==> src/rtl/riscv_pkg.sv <==
// Shared RISC-V decode definitions: major opcodes and the instruction-format enum.
package riscv_pkg;

  localparam logic [6:0] OP_LUI    = 7'b0110111;
  localparam logic [6:0] OP_AUIPC  = 7'b0010111;
  localparam logic [6:0] OP_JAL    = 7'b1101111;
  localparam logic [6:0] OP_JALR   = 7'b1100111;
  localparam logic [6:0] OP_BRANCH = 7'b1100011;
  localparam logic [6:0] OP_LOAD   = 7'b0000011;
  localparam logic [6:0] OP_STORE  = 7'b0100011;
  localparam logic [6:0] OP_IMM    = 7'b0010011;
  localparam logic [6:0] OP_REG    = 7'b0110011;
  localparam logic [6:0] OP_SYSTEM = 7'b1110011;

  typedef enum logic [2:0] {
    FMT_R    = 3'd0,
    FMT_I    = 3'd1,
    FMT_S    = 3'd2,
    FMT_B    = 3'd3,
    FMT_U    = 3'd4,
    FMT_J    = 3'd5,
    FMT_NONE = 3'd6
  } fmt_e;

endpackage

==> src/rtl/riscv_imm_gen.sv <==
// Combinational format classifier and immediate generator for 32-bit base instructions.
module riscv_imm_gen
  import riscv_pkg::*;
#(
  parameter int XLEN = 32
) (
  input  logic [31:0]     instr,
  output fmt_e            fmt,
  output logic [XLEN-1:0] imm,
  output logic            illegal
);

  fmt_e        fmt_s;
  logic        illegal_s;
  logic [31:0] imm32_s;

  // Classify the format from the major opcode; compressed/reserved low bits are illegal.
  always_comb begin
    fmt_s     = FMT_NONE;
    illegal_s = 1'b1;
    if (instr[1:0] == 2'b11) begin
      case (instr[6:0])
        OP_LUI, OP_AUIPC: begin
          fmt_s     = FMT_U;
          illegal_s = 1'b0;
        end
        OP_JAL: begin
          fmt_s     = FMT_J;
          illegal_s = 1'b0;
        end
        OP_JALR, OP_LOAD, OP_IMM, OP_SYSTEM: begin
          fmt_s     = FMT_I;
          illegal_s = 1'b0;
        end
        OP_BRANCH: begin
          fmt_s     = FMT_B;
          illegal_s = 1'b0;
        end
        OP_STORE: begin
          fmt_s     = FMT_S;
          illegal_s = 1'b0;
        end
        OP_REG: begin
          fmt_s     = FMT_R;
          illegal_s = 1'b0;
        end
        default: begin
          fmt_s     = FMT_NONE;
          illegal_s = 1'b1;
        end
      endcase
    end else begin
      fmt_s     = FMT_NONE;
      illegal_s = 1'b1;
    end
  end

  // Assemble the 32-bit sign-extended immediate for the chosen format.
  always_comb begin
    imm32_s = 32'd0;
    case (fmt_s)
      FMT_I: imm32_s = {{20{instr[31]}}, instr[31:20]};
      FMT_S: imm32_s = {{20{instr[31]}}, instr[31:25], instr[11:7]};
      FMT_B: imm32_s = {{19{instr[31]}}, instr[31], instr[7], instr[30:25], instr[11:8], 1'b0};
      FMT_U: imm32_s = {instr[31:12], 12'd0};
      FMT_J: imm32_s = {{11{instr[31]}}, instr[31], instr[19:12], instr[20], instr[30:21], 1'b0};
      default: imm32_s = 32'd0;
    endcase
  end

  assign fmt     = fmt_s;
  assign illegal = illegal_s;
  // Bit 31 of every immediate above already equals instr[31], so widening by sign is sext.
  assign imm     = XLEN'($signed(imm32_s));

endmodule

==> src/rtl/riscv_decode_stage.sv <==
// Registered decode stage: one-entry valid/ready pipeline register holding the decoded
// instruction, with flush and saturating legal/illegal consume counters.
module riscv_decode_stage
  import riscv_pkg::*;
#(
  parameter int XLEN  = 32,
  parameter int CNT_W = 16
) (
  input  logic             clk,
  input  logic             rst_n,
  input  logic             in_valid,
  output logic             in_ready,
  input  logic [31:0]      instr,
  input  logic             flush,
  output logic             out_valid,
  input  logic             out_ready,
  output logic [6:0]       opcode,
  output logic [2:0]       funct3,
  output logic [6:0]       funct7,
  output logic [4:0]       rs1,
  output logic [4:0]       rs2,
  output logic [4:0]       rd,
  output fmt_e             fmt,
  output logic [XLEN-1:0]  imm,
  output logic             illegal,
  output logic [CNT_W-1:0] dec_count,
  output logic [CNT_W-1:0] ill_count
);

  fmt_e             dec_fmt_s;
  logic [XLEN-1:0]  dec_imm_s;
  logic             dec_illegal_s;
  logic             accept_s;
  logic             consume_s;

  logic [31:0]      instr_r;
  fmt_e             fmt_r;
  logic [XLEN-1:0]  imm_r;
  logic             illegal_r;
  logic             out_valid_r;
  logic [CNT_W-1:0] dec_count_r;
  logic [CNT_W-1:0] ill_count_r;

  riscv_imm_gen #(.XLEN(XLEN)) u_imm_gen (
    .instr   (instr),
    .fmt     (dec_fmt_s),
    .imm     (dec_imm_s),
    .illegal (dec_illegal_s)
  );

  assign in_ready  = !out_valid_r || out_ready;
  assign accept_s  = in_valid && in_ready && !flush;
  assign consume_s = out_valid_r && out_ready;

  // Payload register: loads only on accept, so a stalled entry stays bit-stable.
  always_ff @(posedge clk or negedge rst_n) begin
    if (!rst_n) begin
      instr_r   <= 32'd0;
      fmt_r     <= FMT_NONE;
      imm_r     <= {XLEN{1'b0}};
      illegal_r <= 1'b0;
    end else if (accept_s) begin
      instr_r   <= instr;
      fmt_r     <= dec_fmt_s;
      imm_r     <= dec_imm_s;
      illegal_r <= dec_illegal_s;
    end else begin
      instr_r   <= instr_r;
      fmt_r     <= fmt_r;
      imm_r     <= imm_r;
      illegal_r <= illegal_r;
    end
  end

  // Valid flag: accept wins; otherwise a consume or a flush empties the stage.
  always_ff @(posedge clk or negedge rst_n) begin
    if (!rst_n) begin
      out_valid_r <= 1'b0;
    end else if (accept_s) begin
      out_valid_r <= 1'b1;
    end else if (consume_s || flush) begin
      out_valid_r <= 1'b0;
    end else begin
      out_valid_r <= out_valid_r;
    end
  end

  // Saturating statistics: a consume during flush still counts since execute took it.
  always_ff @(posedge clk or negedge rst_n) begin
    if (!rst_n) begin
      dec_count_r <= {CNT_W{1'b0}};
      ill_count_r <= {CNT_W{1'b0}};
    end else if (consume_s) begin
      if (illegal_r) begin
        if (ill_count_r != {CNT_W{1'b1}}) begin
          ill_count_r <= ill_count_r + CNT_W'(1);
        end else begin
          ill_count_r <= ill_count_r;
        end
      end else begin
        if (dec_count_r != {CNT_W{1'b1}}) begin
          dec_count_r <= dec_count_r + CNT_W'(1);
        end else begin
          dec_count_r <= dec_count_r;
        end
      end
    end else begin
      dec_count_r <= dec_count_r;
      ill_count_r <= ill_count_r;
    end
  end

  assign out_valid = out_valid_r;
  assign opcode    = instr_r[6:0];
  assign funct3    = instr_r[14:12];
  assign funct7    = instr_r[31:25];
  assign rs1       = instr_r[19:15];
  assign rs2       = instr_r[24:20];
  assign rd        = instr_r[11:7];
  assign fmt       = fmt_r;
  assign imm       = imm_r;
  assign illegal   = illegal_r;
  assign dec_count = dec_count_r;
  assign ill_count = ill_count_r;

endmodule
==> config.mk <==
export PLATFORM = sky130hd
export DESIGN_NAME = riscv_decode_stage
export DESIGN_NICKNAME = d
export VERILOG_FILES = /design/src/rtl/riscv_pkg.sv /design/src/rtl/riscv_imm_gen.sv /design/src/rtl/riscv_decode_stage.sv
export SDC_FILE = /design/constraint.sdc
export NUM_CORES = 1
export LEC_CHECK = 0
export BUFFER_PORTS_ARGS = -buffer_cell sky130_fd_sc_hd__buf_2
export CAP_MARGIN = 40
export CORE_MARGIN = 4
export CORE_UTILIZATION = 51
export CTS_CLUSTER_DIAMETER = 60
export DETAILED_ROUTE_END_ITERATION = 8
export GPL_TIMING_DRIVEN = 0
export PLACE_DENSITY = 0.79
export SYNTH_ARGS = -nofsm -noshare
export SYNTH_HDL_FRONTEND = slang
export SYNTH_SLANG_ARGS = --single-unit
==> constraint.sdc <==
create_clock -name clk -period 2.3 [get_ports clk]
set_input_delay 0.115 -clock clk [delete_from_list [all_inputs] [get_ports clk]]
set_output_delay 0.115 -clock clk [all_outputs]
set_load 0.01 [all_outputs]
# [Yosys cells after proc, flatten, opt, wreduce, memory -nomap -nowiden]
# Cells that the tools add are included.
[totals] reg_bits=101 wordCells=48 out_inout_bits=102 inputBits=37
[classes] bitwise=1 n_eq_ne=18 n_reduce_logical=13 addsub=2 mux=7
[ops] operator="$pmux 32 s5" count=1
[ops] operator="$add 16x1->16 const B" count=2
[ops] operator="$ne 16x16->1 const B" count=2
[ops] operator="$eq 7x7->1 const B" count=4
[ops] operator="$eq 7x6->1 const B" count=3
[ops] operator="$pmux 3 s6" count=1
[ops] operator="$eq 7x5->1 const B" count=2
[ops] operator="$reduce_or 10->1" count=1
[ops] operator="$eq 7x2->1 const B" count=1
[ops] operator="$eq 3x2->1 const B" count=2
[ops] operator="$eq 3x3->1 const B" count=2
[ops] operator="$reduce_and 3->1" count=2
[ops] operator="$mux 1" count=4
[ops] operator="$reduce_or 4->1" count=1
[ops] operator="$eq 3x1->1 const B" count=1
[ops] operator="$logic_and 1x1->1" count=3
[ops] operator="$mux 3" count=1
[ops] operator="$eq 2x2->1 const B" count=1
[ops] operator="$logic_not 1->1" count=2
[ops] operator="$logic_or 1x1->1" count=2
[ops] operator="$reduce_bool 2->1" count=1
[ops] operator="$reduce_or 2->1" count=1
[ops] operator="$not 1->1" count=1

# [Logic depth before layout (Yosys ltp)]
[depth] depth_word=6 ltp_mapped=7 mapped_depth_nobuf=6

# [Modules after synthesis]
# From an unflattened synthesis, not the netlist that was laid out.
[unflattened] hier_cells=389 hier_area_um2=4799.6
[by_module_without_submodules] module="riscv_decode_stage" area_per_inst_um2=4195.3 cells_per_inst=295 seq_area_each_um2=2529.9 instances=1
[by_module_without_submodules] module="riscv_imm_gen" area_per_inst_um2=604.3 cells_per_inst=94 seq_area_each_um2=0.0 instances=1

# [Worst setup path after synthesis]
# No wires, ideal clock.
[synth_timing] path_kind="register to register" start="reg dec_count_r[0], in the netlist dec_count[0]" end="reg dec_count_r[14], in the netlist dec_count[14]" arrival_time_ps=1539 required_ps=2174 path_buffers=0 path_slack_ps=635 period_less_slack_ps=1665 stages_incl_launch_ff=7 setup_time_ps=126 cell_sequence="dfrtp_1 -> ha_1 -> nand3_1 -> or3_1 -> a31oi_1 -> nand4_1 -> xnor2_1"
[synth_via] elab_chain_cells=2
[synth_lines] item="start, declared" line="riscv_decode_stage.sv:41" rtl="logic [CNT_W-1:0] dec_count_r;"
[synth_lines] item="start signal, assigned" line="riscv_decode_stage.sv:91" rtl="dec_count_r <= {CNT_W{1'b0}};"
[synth_lines] item="start signal, assigned" line="riscv_decode_stage.sv:102" rtl="dec_count_r <= dec_count_r + CNT_W'(1);"
[synth_lines] item="start signal, assigned" line="riscv_decode_stage.sv:104" rtl="dec_count_r <= dec_count_r;"
[synth_lines] item="parallel branches: the longest is 2 deep, another holds $add 16x1->16"
# Several ways; the timed one is not identified.
# A chain may end at the register's enable or synchronous reset.

# [Worst setup path after layout]
[layout_timing] start="reg out_valid_r, in the netlist out_valid" end="reg instr_r[11]"
[layout_via] elab_chain_cells=4
[layout_lines] item="start, declared" line="riscv_decode_stage.sv:40" rtl="logic out_valid_r;"
[layout_lines] item="start signal, assigned" line="riscv_decode_stage.sv:84" rtl="out_valid_r <= out_valid_r;"
[layout_lines] item="$logic_not 1->1" line="riscv_decode_stage.sv:51" rtl="assign in_ready = !out_valid_r || out_ready;"
[layout_lines] item="$logic_or 1x1->1" line="riscv_decode_stage.sv:51"
[layout_lines] item="$logic_and 1x1->1 (2 in a row)" line="riscv_decode_stage.sv:52" rtl="assign accept_s = in_valid && in_ready && !flush;"
[layout_lines] item="end signal, assigned" line="riscv_decode_stage.sv:63" rtl="instr_r <= instr;"
[layout_lines] item="end signal, assigned" line="riscv_decode_stage.sv:68" rtl="instr_r <= instr_r;"
[layout_lines] item="end, declared" line="riscv_decode_stage.sv:36" rtl="logic [31:0] instr_r;"
# No other way between the ends.

==> flow_metrics.env <==
export IMPL_pwr_share_clk=0.314
export IMPL_power_w=0.004062
export IMPL_arrival_ns=2.48
export IMPL_hold_viol_final=0
export IMPL_synth_area_sq_mm=0.004534
export IMPL_slew_headroom=0.5016
export IMPL_switching_share=0.2886
export IMPL_clk_latency_ns=0.36
export IMPL_die_h_microns=102.3
export IMPL_combinationalPowerShare=0.175
export IMPL_routedWlPerCell_microns=15.83
export IMPL_port_buffers=137
export IMPL_postCtsSetupBuffers=0
export IMPL_hold_class="input pin to flop"
export IMPL_p_sw_w=0.001172
export IMPL_clockBufferDepth=2
export IMPL_rsz0062_at_grt="no"
export IMPL_synthDistinctLibCells=50
export IMPL_critPathKind="flop to flop"
export IMPL_ys_seq_elements=101
export IMPL_layout_worst_path_cycle_share=0.9538
export IMPL_irDropWorstVdd_mv=0.4111
export IMPL_hold_end="out_valid"
export IMPL_fin_skew_ns=0.01296
export IMPL_async_flop_share=1.000
export IMPL_wl_mm=12.12
export IMPL_synth_seq_area_share=0.5579
export IMPL_slew_violations=0
export IMPL_grt_use_total=0.2387
export IMPL_dieArea_sq_mm=0.01046
export IMPL_crit_family="simple AND/OR/NAND/NOR gates"
export IMPL_holdPathStages=3
export IMPL_drive_gt1_frac=0.2660
export IMPL_synthTopCellsByArea="dfrtp_1 (55%), nand2_1 (12%), xnor2_1 (3.7%)"
export IMPL_final_nets=692
export IMPL_outcome="complete, no violations"
export IMPL_h_tree_depth=3
export IMPL_via_per_inst=5.394
export IMPL_path_cells="nor2b_1, nor3b_1, clkbuf_2, clkbuf_1, nand2_1, nand2_1"
export IMPL_p_int_w=0.002890
export IMPL_tns_ns=0
export IMPL_synth_top_area_cell="dfrtp_1"
export IMPL_antenna_found_initial=0
export IMPL_r2r_start="out_valid"
export IMPL_via_count=4132
export IMPL_detail_route_first_pass_iterations=5
export IMPL_drt_iter0_markers=220
export IMPL_rrSetupSlack_ns=0.11
export IMPL_rr_worst_depth=6
export IMPL_crit_slowest_cell="nor3b_1"
export IMPL_ys_warnings_count=0
export IMPL_drtAntennaViolNets=0
export IMPL_drc=0
export IMPL_power_density_mw_per_mm2=691.2
export IMPL_cp_slowest_stage_delay_ns=0.53
export IMPL_crit_path_frequent_cell="nand2_1"
export IMPL_max_freq_ghz=0.4558
export IMPL_hold_start="in_valid"
export IMPL_critPathBufInv=2
export IMPL_critPathMaxFanout=10
export IMPL_gp_congestion=0.9095
export IMPL_final_min_clock_period_ns=2.194
export IMPL_cp_end_kind="flop"
export IMPL_cts_clk_slew_worst_paths_ns=0.09
export IMPL_die_w_microns=102.3
export IMPL_cts_made_buffers=9
export IMPL_root_buffer="clkbuf_8"
export IMPL_cts_tree="yes"
export IMPL_finalSetupViolCount=0
export IMPL_r2r_end="instr_r[11]"
export IMPL_p_seq_frac=0.510
export IMPL_ioPinCount=139
export IMPL_synth_main_ff_cell="dfrtp_1"
export IMPL_critPathLaunchType="flop"
export IMPL_rows=34
export IMPL_grt_max_degree=58
export IMPL_globalRoute_totalOverflow=0
export IMPL_area_growth_pct=29.61
export IMPL_dp_hpwl_mm=8.556
export IMPL_grt_pass1_wl_mm=19.89
export IMPL_grt_pass1_vias=4055
export IMPL_drv_cap=0
export IMPL_required_ns=2.59
export IMPL_core_area_sq_mm=0.008678
export IMPL_synth_edf_count=0
export IMPL_syn_nets=517
export IMPL_worst_pin_slew_ns=0.7476
export IMPL_n_antenna_cell=0
export IMPL_p_leak_nw=3.039
export IMPL_netlist_area_leader_share=0.5464
export IMPL_netlist_instances=478
export IMPL_initial_core_util=0.5225
export IMPL_syn_avg_cell_area_sq_um=9.486
export IMPL_clock_sinks=101
power groups by stage:
stage	registers, W	clock network, W	logic, W
after detailed placement	0.00210	0	0.000681
after CTS	0.00207	0.00131	0.000717
after floorplan	0.00217	0	0.000269
after global routing	0.00210	0.00139	0.000795
after global placement	0.00209	0	0.000653
final	0.00207	0.00128	0.000712
logic make-up (layout without fill, tap and decap cells):
group,Yosys count,after routing,synth area share
AO/OA/AOI/OAI,77,77,0.1107
XOR/XNOR,28,28,0.05408
adder cells (fa/ha/maj),2,2,0.005518
buffers and inverters,27,207,0.02456
flip-flops,101,101,0.5579
multiplexers,1,1,0.002483
AND/OR/NAND/NOR,242,242,0.2448
cell usage in the layout (no fill, tap or decap), types with 4 or more instances in the layout:
cell type / count
nor3_1: 9
nor2b_1: 5
nand3_1: 18
and3_1: 5
o21ai_0: 5
a21boi_0: 11
nor2_1: 20
clkbuf_8: 10
nor3b_1: 4
nor4_1: 4
o21ai_1: 20
xor2_1: 9
dlygate4sd3_1: 26
clkbuf_1: 15
buf_2: 144
nand2_1: 144
xnor2_1: 19
a22o_1: 6
dfrtp_1: 99
a21oi_1: 16
nand4_1: 12
synthesized netlist by cell type, types with 4 or more instances:
cell type  count
nand3_1       18
o21ai_1       20
a22o_1         6
o21ai_0        5
dfrtp_1       99
nor4_1         4
clkbuf_1      16
buf_2          8
nor3_1         9
nor2b_1        5
nor3b_1        4
a21boi_0      11
nand4_1       12
nor2_1        20
xnor2_1       19
and3_1         5
a21oi_1       16
nand2_1      144
xor2_1         9
layer usage:
layer | GRT usage | wire length [microns] | vias to the layer above
met3 | 0.05119 | 988 | 23
met4 | 0.08678 | 250 | 0
met1 | 0.3220 | 5080 | 1987
li1 | - | - | 1975
met2 | 0.3818 | 5803 | 147
met5 | 0 | 0 | -
state kept, by name (all words and copies together) (netlist names):
signal and flops:
ill_count 16, instr_r 32, imm 32, fmt 3, out_valid 1, dec_count 16, illegal 1
cell type report:
class / instances / area (sq um)
Buffer: 24 / 101.3
Clock buffer: 10 / 137.6
Clock inverter: 6 / 92.59
Fill cell: 700 / 2801
Inverter: 3 / 11.26
Multi-Input combinational cell: 350 / 1893
Sequential cell: 101 / 2530
Tap cell: 108 / 135.1
Timing Repair Buffer: 164 / 975.9
worst min-delay path: cells and delay by family:
kind,cells,cell delay (ns)
and+or+nand+nor,2,0.11
buffers and inverters,1,0.09
worst max-delay path by stage:
stage               slack (ns)          from            end  cells after the start
floorplan                 0.64  dec_count[0]  dec_count[14]                      6
finish                    0.11     out_valid    instr_r[11]                      6
detailed placement        0.09     out_valid    instr_r[11]                      6
CTS                       0.08     out_valid    instr_r[11]                      6
global placement          0.10         rst_n        imm[25]                      1
global route              0.03     out_valid    instr_r[11]                      6
timing repair:
item / CTS / global route
gates resized for setup: 0 / 2
endpoints found under the setup margin: 0 / 30
hold buffers: 26 / 0
endpoints found under the hold margin: 86 / 0
metrics by stage:
| stage | std cells | hold slack, ns | area [sq um] | utilization | setup WS [ns] |
|---|---|---|---|---|---|
| after floorplan | 478 | -0.1806 | 4534 | - | 0.6354 |
| after global placement | 723 | 0.2926 | 5355 | 0.6171 | 0.1014 |
| after detailed placement | 724 | 0.2220 | 5385 | 0.6205 | 0.09109 |
| after CTS | 766 | 0.003869 | 5876 | 0.6770 | 0.08261 |
| after global routing | 766 | 0.02017 | 5877 | 0.6772 | 0.02556 |
| final | 766 | 0.01242 | 5877 | 0.6772 | 0.1063 |
No activity file was read; power rests on OpenSTA's default activity.
